`src/rtl/fast_score_pipe.sv`:
```
// fast_score_pipe
// ---------------------------------------------------------------------------
// Pipelined FAST corner-score unit. One beat per cycle carries a centre pixel,
// its 16-pixel Bresenham ring, a threshold and an address tag. The ring is
// classified (dark / bright / similar), a circular contiguous-arc test decides
// cornerness, and the score is the larger of the bright and dark sums
// (0 for a non-corner). A running corner count is kept.
//
// Build option:
//   FAST_SAD_SCORE_EN  defined   -> each classified pixel contributes its
//                                   absolute difference beyond ref+/-th
//                                   (unclipped, floored at 0)
//                      undefined -> each classified pixel contributes its raw
//                                   value p
//
// Ports:
//   clk, rst          clock, synchronous active-high reset
//   in_valid/in_ready input handshake; in_ready = pipe advance enable
//   ref_pxl           centre pixel
//   ring_pxl          ring pixel k at [k*PIXEL_W +: PIXEL_W], k=0..15 clockwise
//   threshold         FAST threshold
//   ref_addr          address tag, passed through unchanged
//   out_valid/out_ready output handshake
//   out_ref_pxl, out_ref_addr, out_score, out_is_corner   result fields
//   cnt_clr           clears the corner counter
//   corner_cnt        corners transferred out since reset or last clear
//
// Handshake: a beat moves on a clock edge where valid && ready are both high.
// All three stages advance together when adv = !out_valid || out_ready, so a
// stalled output holds every output field and freezes the stages behind it.
// Latency is 3 cycles from accept to out_valid.
// ---------------------------------------------------------------------------
module fast_score_pipe #(
    parameter int PIXEL_W = 8,
    parameter int ADDR_W  = 15,
    parameter int ARC_LEN = 9,
    parameter int SCORE_W = PIXEL_W + 4,
    parameter int CNT_W   = 16
) (
    input  logic                   clk,
    input  logic                   rst,
    input  logic                   in_valid,
    output logic                   in_ready,
    input  logic [PIXEL_W-1:0]     ref_pxl,
    input  logic [16*PIXEL_W-1:0]  ring_pxl,
    input  logic [PIXEL_W-1:0]     threshold,
    input  logic [ADDR_W-1:0]      ref_addr,
    output logic                   out_valid,
    input  logic                   out_ready,
    output logic [PIXEL_W-1:0]     out_ref_pxl,
    output logic [ADDR_W-1:0]      out_ref_addr,
    output logic [SCORE_W-1:0]     out_score,
    output logic                   out_is_corner,
    input  logic                   cnt_clr,
    output logic [CNT_W-1:0]       corner_cnt
);

    localparam logic [PIXEL_W:0] PIX_MAX = {1'b0, {PIXEL_W{1'b1}}};
    localparam logic [CNT_W-1:0] CNT_MAX = {CNT_W{1'b1}};

    // True when m holds a run of at least ARC_LEN ones, wrapping bit 15 -> 0.
    function automatic logic has_arc(input logic [15:0] m);
        logic       found;
        logic       run;
        logic [3:0] idx;
        found = 1'b0;
        for (int s = 0; s < 16; s++) begin
            run = 1'b1;
            for (int k = 0; k < ARC_LEN; k++) begin
                idx = 4'(s + k);
                run = run & m[idx];
            end
            found = found | run;
        end
        return found;
    endfunction

    logic w_adv;
    logic w_accept;
    assign w_adv    = !out_valid || out_ready;
    assign w_accept = in_valid && w_adv;
    assign in_ready = w_adv;

    // ---------------- Stage 1: clip bounds and classification ----------------
    logic [PIXEL_W:0] w_sum_hi;
    logic [PIXEL_W:0] w_clip_high;
    logic [PIXEL_W:0] w_clip_low;
    logic [15:0]      w_bright;
    logic [15:0]      w_dark;

    assign w_sum_hi    = {1'b0, ref_pxl} + {1'b0, threshold};
    assign w_clip_high = (w_sum_hi > PIX_MAX) ? PIX_MAX : w_sum_hi;
    assign w_clip_low  = (ref_pxl >= threshold) ? {1'b0, ref_pxl - threshold} : '0;

    always_comb begin : p_classify
        logic [PIXEL_W:0] p;
        w_bright = '0;
        w_dark   = '0;
        p        = '0;
        for (int k = 0; k < 16; k++) begin
            p = {1'b0, ring_pxl[k*PIXEL_W +: PIXEL_W]};
            // Dark takes priority so that th=0 splits the ring cleanly at ref.
            w_dark[k]   = (p <= w_clip_low);
            w_bright[k] = !w_dark[k] && (p >= w_clip_high);
        end
    end

    logic                  r1_valid;
    logic [15:0]           r1_bright;
    logic [15:0]           r1_dark;
    logic [16*PIXEL_W-1:0] r1_ring;
    logic [PIXEL_W-1:0]    r1_ref;
    logic [ADDR_W-1:0]     r1_addr;
`ifdef FAST_SAD_SCORE_EN
    logic [PIXEL_W-1:0]    r1_th;
`endif

    always_ff @(posedge clk) begin
        if (rst)        r1_valid <= 1'b0;
        else if (w_adv) r1_valid <= w_accept;
    end

    always_ff @(posedge clk) begin
        if (w_accept) begin
            r1_bright <= w_bright;
            r1_dark   <= w_dark;
            r1_ring   <= ring_pxl;
            r1_ref    <= ref_pxl;
            r1_addr   <= ref_addr;
`ifdef FAST_SAD_SCORE_EN
            r1_th     <= threshold;
`endif
        end
    end

    // ---------------- Stage 2: sums and arc test ----------------
    logic [SCORE_W-1:0] w_bright_sum;
    logic [SCORE_W-1:0] w_dark_sum;
    logic               w_corner;

    always_comb begin : p_sums
        logic [PIXEL_W-1:0]   p;
`ifdef FAST_SAD_SCORE_EN
        logic signed [PIXEL_W+1:0] v_db;
        logic signed [PIXEL_W+1:0] v_dd;
        v_db = '0;
        v_dd = '0;
`endif
        w_bright_sum = '0;
        w_dark_sum   = '0;
        p            = '0;
        for (int k = 0; k < 16; k++) begin
            p = r1_ring[k*PIXEL_W +: PIXEL_W];
`ifdef FAST_SAD_SCORE_EN
            // Differences against the unclipped bounds; a negative result
            // (possible when ref+th saturated) contributes nothing.
            v_db = $signed({2'b00, p}) - $signed({2'b00, r1_ref}) - $signed({2'b00, r1_th});
            v_dd = $signed({2'b00, r1_ref}) - $signed({2'b00, p}) - $signed({2'b00, r1_th});
            if (r1_bright[k] && !v_db[PIXEL_W+1])
                w_bright_sum = w_bright_sum + {{(SCORE_W-PIXEL_W){1'b0}}, v_db[PIXEL_W-1:0]};
            if (r1_dark[k] && !v_dd[PIXEL_W+1])
                w_dark_sum = w_dark_sum + {{(SCORE_W-PIXEL_W){1'b0}}, v_dd[PIXEL_W-1:0]};
`else
            if (r1_bright[k])
                w_bright_sum = w_bright_sum + {{(SCORE_W-PIXEL_W){1'b0}}, p};
            if (r1_dark[k])
                w_dark_sum = w_dark_sum + {{(SCORE_W-PIXEL_W){1'b0}}, p};
`endif
        end
    end

    assign w_corner = has_arc(r1_bright) || has_arc(r1_dark);

    logic               r2_valid;
    logic [SCORE_W-1:0] r2_bright_sum;
    logic [SCORE_W-1:0] r2_dark_sum;
    logic               r2_corner;
    logic [PIXEL_W-1:0] r2_ref;
    logic [ADDR_W-1:0]  r2_addr;

    always_ff @(posedge clk) begin
        if (rst)        r2_valid <= 1'b0;
        else if (w_adv) r2_valid <= r1_valid;
    end

    always_ff @(posedge clk) begin
        if (w_adv && r1_valid) begin
            r2_bright_sum <= w_bright_sum;
            r2_dark_sum   <= w_dark_sum;
            r2_corner     <= w_corner;
            r2_ref        <= r1_ref;
            r2_addr       <= r1_addr;
        end
    end

    // ---------------- Stage 3: score select and output register ----------------
    logic [SCORE_W-1:0] w_score;
    // Ties pick bright_sum, which is the same value.
    assign w_score = !r2_corner ? '0 :
                     (r2_dark_sum > r2_bright_sum) ? r2_dark_sum : r2_bright_sum;

    always_ff @(posedge clk) begin
        if (rst) begin
            out_valid     <= 1'b0;
            out_ref_pxl   <= '0;
            out_ref_addr  <= '0;
            out_score     <= '0;
            out_is_corner <= 1'b0;
        end else if (w_adv) begin
            out_valid <= r2_valid;
            if (r2_valid) begin
                out_ref_pxl   <= r2_ref;
                out_ref_addr  <= r2_addr;
                out_score     <= w_score;
                out_is_corner <= r2_corner;
            end
        end
    end

    // ---------------- Corner counter ----------------
    logic w_corner_xfer;
    assign w_corner_xfer = out_valid && out_ready && out_is_corner;

    always_ff @(posedge clk) begin
        if (rst) begin
            corner_cnt <= '0;
        end else if (cnt_clr) begin
            // A clear coinciding with a corner transfer still counts that corner.
            corner_cnt <= w_corner_xfer ? CNT_W'(1) : '0;
        end else if (w_corner_xfer && (corner_cnt != CNT_MAX)) begin
            corner_cnt <= corner_cnt + CNT_W'(1);
        end
    end

endmodule
```
`config.mk`:
```
export PLATFORM = sky130hd
export DESIGN_NAME = fast_score_pipe
export DESIGN_NICKNAME = d
export VERILOG_FILES = /design/src/rtl/fast_score_pipe.sv
export SDC_FILE = /design/constraint.sdc
export NUM_CORES = 1
export LEC_CHECK = 0
export BUFFER_PORTS_ARGS = -buffer_cell sky130_fd_sc_hd__buf_2
export CAP_MARGIN = 20
export CELL_PAD_IN_SITES_DETAIL_PLACEMENT = 0
export CELL_PAD_IN_SITES_GLOBAL_PLACEMENT = 1
export CORE_UTILIZATION = 52
export DETAILED_ROUTE_END_ITERATION = 10
export GPL_TIMING_DRIVEN = 0
export HOLD_SLACK_MARGIN = 0.03
export PLACE_DENSITY_LB_ADDON = 0.08
export RECOVER_POWER = 50
export REMOVE_ABC_BUFFERS = 1
export SYNTH_ARGS = -nofsm -noshare
export SYNTH_HDL_FRONTEND = slang
export SYNTH_SLANG_ARGS = --single-unit
```
`constraint.sdc`:
```
create_clock -name clk -period 30.7 [get_ports clk]
set_input_delay 1.535 -clock clk [delete_from_list [all_inputs] [get_ports clk]]
set_output_delay 1.535 -clock clk [all_outputs]
set_load 0.05 [all_outputs]
```
==> results.toml <==
[worst_setup_path]
crit_buf_inv = 3
reg2reg_depth = 75
arrival_ns = 17.04
cp_top_family = "compound AO/OA/AOI/OAI gates"
cp_max_fo = 10
critPathMostFrequentCell = "ha_1"
critPathKind = "reg -> reg"
crit_path_top_delay_cell = "edfxtp_1"
crit_cells = 75
cp_slowest_stage_delay_ns = 0.63
critPathCaptureType = "flip-flop"
critPathRequiredTime_ns = 31.01
start_kind = "flip-flop"

[detailed_routing]
drt_first_iter_violations = 1556
viasPerCell = 5.86
routed-wl-met3_um = 4540
avgRoutedWirePerCell_um = 20.9
routed_wl_um = 89600
vias = 25100
drc_errors = 0
top_layer_used = "met5"
ant_nets = 0
wl_met1_um = 41500
dr.pass1.iters = 6
wl_met2_um = 40600

[finish]
drive_gt1_share_pct = 8.24
synthToLayoutAreaGrowth_pct = 10.7
nNetsFinal = 4248
postLayoutCellArea_um2 = 33400
fin_util_pct = 58.7

[synth]
synth_edf_count = 231
synth_seq_cells = 286
async_flop_share_pct = 0
yosysTopAreaCellShare_pct = 23.0
yosys_most_used_dff = "edfxtp_1"
synth_area_leaders = "edfxtp_1 23%, ha_1 23%, a21oi_1 5.0%"
yosys.area.top_type = "edfxtp_1"
synth_commonest_cells = "549 x ha_1, 302 x a21oi_1, 261 x o21ai_0"
synth.distinct_cells = 85
yosysWarnings = 0
syn_avg_cell_area_um2 = 9.14
syn_area_um2 = 30200
syn_inst = 3302
synthMostInstantiatedCell = "ha_1"
synth_seq_area_share_pct = 26.6

[clock_tree]
clock_path_buffers = 3
cts_tree = "done"
cts_htree_levels = 2
clk_latency_ns = 0.58
root_buffer = "clkbuf_16"
clkSlewWorstSetupHoldPaths_ns = 0.06
cts_sinks = 286
post-cts-setup-buffer-count = 0
cts_buffers = 35
cts_resized = 0
postCtsHoldBufs = 0

[timing]
finClkSkew_ns = 0.0225
fmax_ghz = 0.0598
max_slew.worst_pin.slew_ns = 3.87
rsz0062_at_grt = "false"
slew_headroom_pct = -158
tns_ns = 0
period_share_pct = 54.5
hold_viol_final = 0
setup_viol = 0
drv_slew = 139
min_period_ns = 16.73

[placed_design]
gp_congestion = 0.912
place_area_um2 = 32400
hpwl_um = 70600
port_buffers = 217

[floorplan]
ioPinCount = 218
die_y_um = 243
die_area_um2 = 59000
initial_core_util_pct = 53.0
core_um2 = 56900
core.rowCount = 87
dieWidth_um = 243

[hold_path]
hp-class = "reg -> reg"
holdPathStages = 0

[grt]
grt_pass1_vias = 24800
grt_max_degree = 69
grt_pass1_wl_um = 138000
grtUsageTotal_pct = 30.2
grt-ovfl-total = 0
antenna_found_initial = 8

[flow_run]
drv_cap = 3

[outcome]
outcome = "complete, but fails checks"
violations = "capacitance limit, slew limit"
state kept, by name, indices dropped and copies added, names as in the netlist, 8 cells and up:
name and flops:
r1_ring 128, corner_cnt 16, r1_bright 16, r1_dark 16
out_ref_addr 15, r1_addr 15, r2_addr 15, out_score 12
r2_bright_sum 12, r2_dark_sum 12, out_ref_pxl 8, r1_ref 8
r2_ref 8
layer usage:
metal | track usage [%] | vias up
met4 | 9.71 | 8
met2 | 49.5 | 639
met5 | 0 | -
met3 | 4.04 | 139
met1 | 41.0 | 12000
li1 | - | 12400
stage by stage:
step | std cells | hold slack, ns | setup slack (ns)
after floorplan | 3232 | 0.400 | 16.74
after global placement | 4205 | 0.403 | 14.72
after detailed placement | 4220 | 0.405 | 14.32
after CTS | 4284 | 0.414 | 14.21
after global routing | 4287 | 0.416 | 12.82
final | 4288 | 0.415 | 13.97
cell type report:
| type | count | area [um^2] |
|---|---|---|
| fillers | 5016 | 23500 |
| multi-input cells | 2716 | 21100 |
| flip-flops and latches | 286 | 8040 |
| repair buffers | 234 | 1290 |
| well taps | 756 | 946 |
| clock buffers | 42 | 942 |
| inverters | 230 | 863 |
| clock inverters | 22 | 244 |
| diodes | 2 | 5.00 |
path summary, 6_finish.rpt:
kind / startpoint / endpoint / slack, ns
hold reg to reg: r1_ref[0]$_DFFE_PP_ / r2_ref[0]$_DFFE_PP_ / 0.41
hold / removal: r1_ref[0]$_DFFE_PP_ / r2_ref[0]$_DFFE_PP_ / 0.41
setup reg to reg: r1_dark[0]$_DFFE_PP_ / r2_dark_sum[11]$_DFFE_PP_ / 13.97
setup / recovery: r1_dark[0]$_DFFE_PP_ / r2_dark_sum[11]$_DFFE_PP_ / 13.97
kinds of logic after synthesis:
kind of cell,count (synthesis),share of synthesized area [%]
xor+xnor,219,6.91
flops,286,26.6
buf+inv,300,3.78
compound gates,948,19.2
mux,140,5.22
fa+ha+maj,588,25.1
simple gates,821,13.2
cells in the final DEF, fill, tap and decap left out, types with 55 or more instances in the layout:
cell type,count
a21o_1,97
a21oi_1,302
buf_2,83
clkbuf_1,139
dfxtp_1,55
edfxtp_1,231
ha_1,549
inv_1,224
mux2_2,75
nand2_1,200
nand2b_1,85
nand3_1,61
nor2_1,228
nor2b_1,108
o21a_1,78
o21ai_0,261
xnor2_1,141
xor2_1,63
Power is not shown: default switching activity piles up to over one toggle a cycle in this logic, so the estimate is an artifact.
